## src/rtl/bf2_bundle_pipe_if.sv

```systemverilog
`default_nettype none
// ============================================================================
// bf2_bundle_pipe_if : valid/ready bundle bus for the radix-2 butterfly pipe
//                      (rot_j present only when BF2_ROT_J_EN is defined)
// Rev 1.0
// ============================================================================
interface bf2_bundle_pipe_if #(
  parameter int WIDTH = 9,
  parameter int DEPTH = 16
);
  logic                    in_valid;
  logic                    in_ready;
  logic                    in_last;
  logic                    scale;
  logic signed [WIDTH-1:0] din_R  [DEPTH];
  logic signed [WIDTH-1:0] din_Q  [DEPTH];
`ifdef BF2_ROT_J_EN
  logic                    rot_j;
`endif
  logic                    out_valid;
  logic                    out_ready;
  logic                    out_last;
  logic signed [WIDTH:0]   dout_R [DEPTH];
  logic signed [WIDTH:0]   dout_Q [DEPTH];

  modport master (
`ifdef BF2_ROT_J_EN
    output rot_j,
`endif
    output in_valid, in_last, scale, din_R, din_Q, out_ready,
    input  in_ready, out_valid, out_last, dout_R, dout_Q
  );

  modport slave (
`ifdef BF2_ROT_J_EN
    input  rot_j,
`endif
    input  in_valid, in_last, scale, din_R, din_Q, out_ready,
    output in_ready, out_valid, out_last, dout_R, dout_Q
  );
endinterface
`default_nettype wire

```

## src/rtl/bf2_bundle_pipe.sv

```systemverilog
`default_nettype none
// ============================================================================
// bf2_bundle_pipe : 2-stage valid/ready radix-2 butterfly over a DEPTH-lane
//                   bundle; optional -j rotation of lane c via BF2_ROT_J_EN
// Rev 1.0
// ============================================================================
module bf2_bundle_pipe #(
  parameter int WIDTH  = 9,
  parameter int DEPTH  = 16,
  parameter int OFFSET = 4
) (
  input  logic             clk,
  input  logic             rst,
  bf2_bundle_pipe_if.slave bus
);

  localparam int NBLK = DEPTH / (2 * OFFSET);

  generate
    if (DEPTH % (2 * OFFSET) != 0) begin : g_bad_cfg
      $error("bf2_bundle_pipe: DEPTH must be a multiple of 2*OFFSET");
    end
  endgenerate

  function automatic logic signed [WIDTH+1:0] sx(input logic signed [WIDTH-1:0] v);
    return (WIDTH+2)'(v);
  endfunction

  // Round-half-up halving; the WIDTH+2 intermediate keeps s+1 from wrapping.
  function automatic logic signed [WIDTH:0] scl(input logic signed [WIDTH+1:0] s,
                                                 input logic half);
    logic signed [WIDTH+1:0] t;
    t = (s + (WIDTH+2)'(1)) >>> 1;
    return half ? (WIDTH+1)'(t) : (WIDTH+1)'(s);
  endfunction

  logic adv;
  logic out_valid_q;

  logic                    s1_v_q;
  logic                    s1_scale_q;
  logic                    s1_last_q;
  logic signed [WIDTH-1:0] s1_r_q [DEPTH];
  logic signed [WIDTH-1:0] s1_i_q [DEPTH];
`ifdef BF2_ROT_J_EN
  logic                    s1_rot_q;
`endif

  logic                    out_last_q;
  logic signed [WIDTH:0]   dout_r_q [DEPTH];
  logic signed [WIDTH:0]   dout_i_q [DEPTH];
  logic signed [WIDTH:0]   dout_r_d [DEPTH];
  logic signed [WIDTH:0]   dout_i_d [DEPTH];

  assign adv          = !out_valid_q || bus.out_ready;
  assign bus.in_ready = adv;

  always_ff @(posedge clk) begin
    if (rst) begin
      s1_v_q     <= 1'b0;
      s1_scale_q <= 1'b0;
      s1_last_q  <= 1'b0;
`ifdef BF2_ROT_J_EN
      s1_rot_q   <= 1'b0;
`endif
      for (int k = 0; k < DEPTH; k++) begin
        s1_r_q[k] <= '0;
        s1_i_q[k] <= '0;
      end
    end else if (adv) begin
      s1_v_q <= bus.in_valid;
      if (bus.in_valid) begin
        s1_scale_q <= bus.scale;
        s1_last_q  <= bus.in_last;
`ifdef BF2_ROT_J_EN
        s1_rot_q   <= bus.rot_j;
`endif
        for (int k = 0; k < DEPTH; k++) begin
          s1_r_q[k] <= bus.din_R[k];
          s1_i_q[k] <= bus.din_Q[k];
        end
      end
    end
  end

  always_comb begin
    logic signed [WIDTH+1:0] ar, ai, cr, ci;
    int a, c;
    ar = '0;
    ai = '0;
    cr = '0;
    ci = '0;
    a  = 0;
    c  = 0;
    for (int k = 0; k < DEPTH; k++) begin
      dout_r_d[k] = '0;
      dout_i_d[k] = '0;
    end
    for (int b = 0; b < NBLK; b++) begin
      for (int i = 0; i < OFFSET; i++) begin
        a  = b * 2 * OFFSET + i;
        c  = a + OFFSET;
        ar = sx(s1_r_q[a]);
        ai = sx(s1_i_q[a]);
        cr = sx(s1_r_q[c]);
        ci = sx(s1_i_q[c]);
`ifdef BF2_ROT_J_EN
        // -j rotation: (R,Q) -> (Q,-R); negation is done after widening.
        if (s1_rot_q) begin
          cr = sx(s1_i_q[c]);
          ci = -sx(s1_r_q[c]);
        end
`endif
        dout_r_d[a] = scl(ar + cr, s1_scale_q);
        dout_i_d[a] = scl(ai + ci, s1_scale_q);
        dout_r_d[c] = scl(ar - cr, s1_scale_q);
        dout_i_d[c] = scl(ai - ci, s1_scale_q);
      end
    end
  end

  always_ff @(posedge clk) begin
    if (rst) begin
      out_valid_q <= 1'b0;
      out_last_q  <= 1'b0;
      for (int k = 0; k < DEPTH; k++) begin
        dout_r_q[k] <= '0;
        dout_i_q[k] <= '0;
      end
    end else if (adv) begin
      out_valid_q <= s1_v_q;
      if (s1_v_q) begin
        out_last_q <= s1_last_q;
        for (int k = 0; k < DEPTH; k++) begin
          dout_r_q[k] <= dout_r_d[k];
          dout_i_q[k] <= dout_i_d[k];
        end
      end
    end
  end

  assign bus.out_valid = out_valid_q;
  assign bus.out_last  = out_last_q;
  assign bus.dout_R    = dout_r_q;
  assign bus.dout_Q    = dout_i_q;

endmodule
`default_nettype wire
```

## src/flat_wrapper.sv

```systemverilog
// flat-port wrapper written by rule: the top's interface ports become plain ports
module bf2_bundle_pipe_flat 
#(
  parameter int WIDTH  = 9,
  parameter int DEPTH  = 16,
  parameter int OFFSET = 4
)
  (clk, rst, bus_in_valid, bus_in_last, bus_scale, bus_din_R, bus_din_Q, bus_out_ready, bus_in_ready, bus_out_valid, bus_out_last, bus_dout_R, bus_dout_Q);
  bf2_bundle_pipe_if #(.WIDTH(WIDTH), .DEPTH(DEPTH)) bus_i ();
  input  logic clk;
  input  logic rst;
  input wire logic [$bits(bus_i.in_valid)-1:0] bus_in_valid;
  input wire logic [$bits(bus_i.in_last)-1:0] bus_in_last;
  input wire logic [$bits(bus_i.scale)-1:0] bus_scale;
  input wire logic [$bits(bus_i.din_R)-1:0] bus_din_R;
  input wire logic [$bits(bus_i.din_Q)-1:0] bus_din_Q;
  input wire logic [$bits(bus_i.out_ready)-1:0] bus_out_ready;
  output wire logic [$bits(bus_i.in_ready)-1:0] bus_in_ready;
  output wire logic [$bits(bus_i.out_valid)-1:0] bus_out_valid;
  output wire logic [$bits(bus_i.out_last)-1:0] bus_out_last;
  output wire logic [$bits(bus_i.dout_R)-1:0] bus_dout_R;
  output wire logic [$bits(bus_i.dout_Q)-1:0] bus_dout_Q;
  assign bus_i.in_valid = bus_in_valid;
  assign bus_i.in_last = bus_in_last;
  assign bus_i.scale = bus_scale;
  assign bus_i.din_R = {>>{bus_din_R}};
  assign bus_i.din_Q = {>>{bus_din_Q}};
  assign bus_i.out_ready = bus_out_ready;
  assign bus_in_ready = bus_i.in_ready;
  assign bus_out_valid = bus_i.out_valid;
  assign bus_out_last = bus_i.out_last;
  assign bus_dout_R = {>>{bus_i.dout_R}};
  assign bus_dout_Q = {>>{bus_i.dout_Q}};
  bf2_bundle_pipe #(.WIDTH(WIDTH), .DEPTH(DEPTH), .OFFSET(OFFSET)) u_core (.clk(clk), .rst(rst), .bus(bus_i));
endmodule
```

## config.mk

```make
export PLATFORM = sky130hd
export DESIGN_NAME = bf2_bundle_pipe_flat
export DESIGN_NICKNAME = d
export VERILOG_FILES = /design/src/rtl/bf2_bundle_pipe_if.sv /design/src/rtl/bf2_bundle_pipe.sv /design/src/flat_wrapper.sv
export SDC_FILE = /design/constraint.sdc
export NUM_CORES = 2
export LEC_CHECK = 0
export BUFFER_PORTS_ARGS = -buffer_cell sky130_fd_sc_hd__clkbuf_2
export CAP_MARGIN = 15
export CORE_MARGIN = 2
export CORE_UTILIZATION = 30
export CTS_BUF_LIST = sky130_fd_sc_hd__clkbuf_16
export DETAILED_ROUTE_END_ITERATION = 8
export PLACE_DENSITY = 0.54
export SYNTH_ARGS = -nofsm -noshare
export SYNTH_HDL_FRONTEND = slang
export SYNTH_SLANG_ARGS = --single-unit
```

## constraint.sdc

```tcl
create_clock -name clk -period 8.6 [get_ports clk]
set_input_delay 0.86 -clock clk [delete_from_list [all_inputs] [get_ports clk]]
set_output_delay 0.86 -clock clk [all_outputs]
set_load 0.02 [all_outputs]
```

==> key figures <==
Power and ir drop
  • Power consumption: approximately 0.010 W
  • Pwr dens: about 200 nW/um^2
  • Clk pwr share: between 30 and 40%
  • Net Sw Power: between 0.003 and 0.004 W
  • Worst VDD drop: ~0.14 mV
  • Leak pwr: a little over 20 nW
  • Combinational Power Share: between 30% and 40%
  • Flop pwr share: 34.9%
  • Switching Share: 36.8%
  • Cell Int Power: ~0.0064 W

Min path
  • Hold Crit Class: in -> reg
  • Hold path startpoint: bus_din_R[142]
  • Hold depth: 2
  • Endpoint, Worst Hold: u_core.s1_r_q[0][7]

Clocking
  • Root buf cell: clkbuf_16
  • # resized after CTS: 0
  • Max Buffers Root-to-Sink: 3
  • CTS buffer count: 78
  • Clock sinks: 613
  • CTS tree: done
  • Hold buffer count at CTS: 0
  • Clock latency on the worst-skew pair: slightly above 0.7 ns
  • Clk slew on worst S/H paths: ~0.06 ns
  • Post-CTS Setup Bufs: 0
  • Number of H-tree levels: 3

Critical path
  • CP endpoint kind: flop
  • Buffer and inverter count on the worst path: 3
  • Crit path cell chain: nand2b_1 > and2_4 > buf_4 > nor2_4 > buf_4 > buf_4 > a32o_1 > a31o_2
  • CP most frequent cell: buf_4
  • CP top delay family: buffers and inverters
  • Max incr delay on CP: 0.84 ns
  • Reg-to-reg critical path startpoint: u_core.bus.out_valid
  • Crit path max-delay cell type: buf_4
  • Reg2reg setup slack: 5.04 ns
  • Critical Path RT: approximately 9.2 ns
  • Worst-path maximum fanout: 70
  • R2R cell count: 8
  • WS Path Type: reg -> reg
  • CP arrival: 4.14 ns
  • Crit path launch type: flop
  • FF-to-FF End: u_core.bus.dout_R[75]

Global routing
  • Antenna violations before repair: 6
  • All-Layer GR Usage: around a fifth
  • First-pass GRT wire length: approximately 220000 um
  • Vias in the first global route: ~35000
  • Grt ovf: 0
  • Maximum number of pins on one net before global-route repair: between 150 and 200

STA
  • Fmax: 0.281 GHz
  • RSZ-0062 raised after global routing: false
  • Worst-Margin Slew: 1.30 ns
  • Final worst-path cycle share: between 40 and 50%
  • Max_slew headroom: a little over an eighth
  • Worst Skew: around 0.037 ns
  • Final Setup Violations: 0
  • Final hold violations: 0
  • Final Max Tran Viols: 0
  • Post-layout min period: 3.56 ns
  • Final worst setup slack: between 5 and 6 ns
  • Final Hold Slack: around 0.43 ns
  • Setup TNS: 0 ns

Die
  • Num rows: ~140
  • Core area: roughly 140000 um^2
  • Initial Util: a little under a third
  • Area of the die: between 100000 and 150000 um^2
  • Io pins: between 600 and 700
  • Die height: between 300 and 400 um
  • Die width: roughly 380 um

Synthesis
  • FFs w/ async S/R, synth: 0%
  • Commonest cells post-synth: nor2_1 (429), a21oi_1 (363), dfxtp_1 (325)
  • Top FF cell, synth: dfxtp_1
  • Synth Area per Inst: around 8.7 um^2
  • Post-synth EDFFs: roughly 290
  • Mapped cell area: roughly 42000 um^2
  • Part of the Yosys area used for sequential elements: around 36%
  • Synth unique cells: 88
  • Yosys reg bits: between 600 and 700
  • Cells after Synth: roughly 4800
  • Top cells by area, synth: edfxtp_1 (21%), dfxtp_1 (16%), ha_1 (9.6%), a21oi_1 (4.3%), nor2_1 (3.8%)
  • Area leader, netlist: edfxtp_1
  • Synth top area share: 20.6%
  • Top-count cell post-synth: nor2_1
  • Synth Warn #: 0
  • Mapped Nets: around 5500

Drt
  • Post-DR wirelength/cell: 20.8 um
  • 1st-pass router iterations: 6
  • Final WL: 150000 um
  • Post-route ant nets: 0
  • DR iter-0 viols: roughly 2500
  • DR vias: 36900
  • Vias per cell: ~5.1
  • Number of remaining DRC errors: 0

Finish
  • Nets: around 5900
  • Non-filler cells, final: ~7200
  • Ant. Diodes: 0
  • Area grow syn2layout: 17.2%
  • Share of layout cells above drive strength 1: between 15 and 20%

Run
  • # Max-Cap Violations: 0

Placement
  • Placed cells: 7037
  • Hpwl dp: around 110000 um
  • Routability congestion estimate: between 0.8 and 0.9
  • Pre-CTS setup slack: roughly 4.2 ns
  • # port buffers: between 600 and 700

Outcome
  • Run status: finished clean
==> logic make-up (layout without fill, tap and decap cells) <==
group | count (synthesis) | in the layout | synth area share (%)
flops | 613 | 613 | 36.2
xor+xnor | 252 | 252 | 5.27
buf+inv | 560 | 1062 | 5.11
compound gates | 1306 | 1306 | 20.7
mux | 48 | 48 | 1.16
simple gates | 1673 | 1673 | 20.5
fa+ha+maj | 352 | 352 | 11.1
==> worst reg2reg max path, cell delays in order, from the launching register on <==
cell      delay, ns
dfxtp_1        0.31
nand2b_1       0.25
and2_4         0.70
buf_4          0.87
nor2_4         0.01
buf_4          0.34
buf_4          0.42
a32o_1         0.37
a31o_2         0.20
==> routing by layer <==
layer / global-route usage (%) / part of all wire (%) / vias up
li1: - / - / 18100
met5: 0 / 0 / -
met4: 5.74 / 2.6 / 0
met2: 32.0 / 45 / 923
met3: 6.25 / 7.8 / 177
met1: 26.4 / 45 / 17700
==> sequential cells by signal (all words and copies together) (netlist names) <==
register,flops
u_core.bus.dout_Q,160
u_core.bus.dout_R,160
u_core.s1_i_q,144
u_core.s1_r_q,144
u_core.bus.out_last,1
u_core.bus.out_valid,1
u_core.s1_last_q,1
u_core.s1_scale_q,1
u_core.s1_v_q,1
==> power by group through the flow <==
stage / Combinational (W) / Sequential [W] / Clock, W
after floorplan: 0.00212 / 0.00367 / 0
after global placement: 0.00315 / 0.00359 / 0
after detailed placement: 0.00318 / 0.00359 / 0
after CTS: 0.00320 / 0.00353 / 0.00345
after global routing: 0.00356 / 0.00355 / 0.00356
final: 0.00320 / 0.00353 / 0.00336
==> placed cells by master, fill, tap and decap left out, types with 28 or more instances in the layout <==
cell / n
nor2b_1: 193
and3_1: 38
nand3_1: 113
o21a_1: 31
nor2_1: 423
o211ai_1: 34
mux2i_1: 44
and2_1: 203
a32oi_1: 34
nand2_1: 267
xnor2_1: 172
edfxtp_1: 288
clkbuf_2: 615
a21oi_1: 363
a21o_1: 41
clkbuf_16: 79
a211oi_1: 155
a211o_1: 33
nand4_1: 31
fa_1: 32
xor2_1: 80
nor3_1: 149
ha_1: 320
inv_1: 289
dfxtp_1: 324
nor3b_1: 28
o21ai_0: 237
or2_2: 33
a31oi_1: 49
nand2b_1: 72
==> how the worst max path moves through the flow <==
| stage | from | to | depth (start not counted) |
|---|---|---|---|
| CTS | rst | u_core.s1_i_q[1][10] | 4 |
| floorplan | bus_out_ready | u_core.s1_i_q[0][0] | 4 |
| finish | u_core.bus.out_valid | u_core.bus.dout_R[75] | 8 |
| detailed placement | rst | u_core.s1_i_q[1][10] | 4 |
| global route | u_core.bus.out_valid | u_core.bus.dout_R[75] | 8 |
| global placement | rst | u_core.s1_i_q[1][10] | 4 |
==> per-stage QoR <==
step	utilization, %	instance area, um^2
detailed placement	33.5	46600
floorplan	-	41900
finish	35.4	49200
CTS	35.4	49200
global route	35.4	49200
global placement	33.5	46600
==> layout make-up <==
type                            instances  area (um^2)
Clock inverter                         66          611
Fill cell                           14500        89900
Multi-Input combinational cell       3631        24700
Inverter                              281         1060
Tap cell                             1876         2350
Sequential cell                       613        15200
Timing Repair Buffer                  636         3310
Clock buffer                           79         1980
No activity file was read; power rests on OpenSTA's default activity.
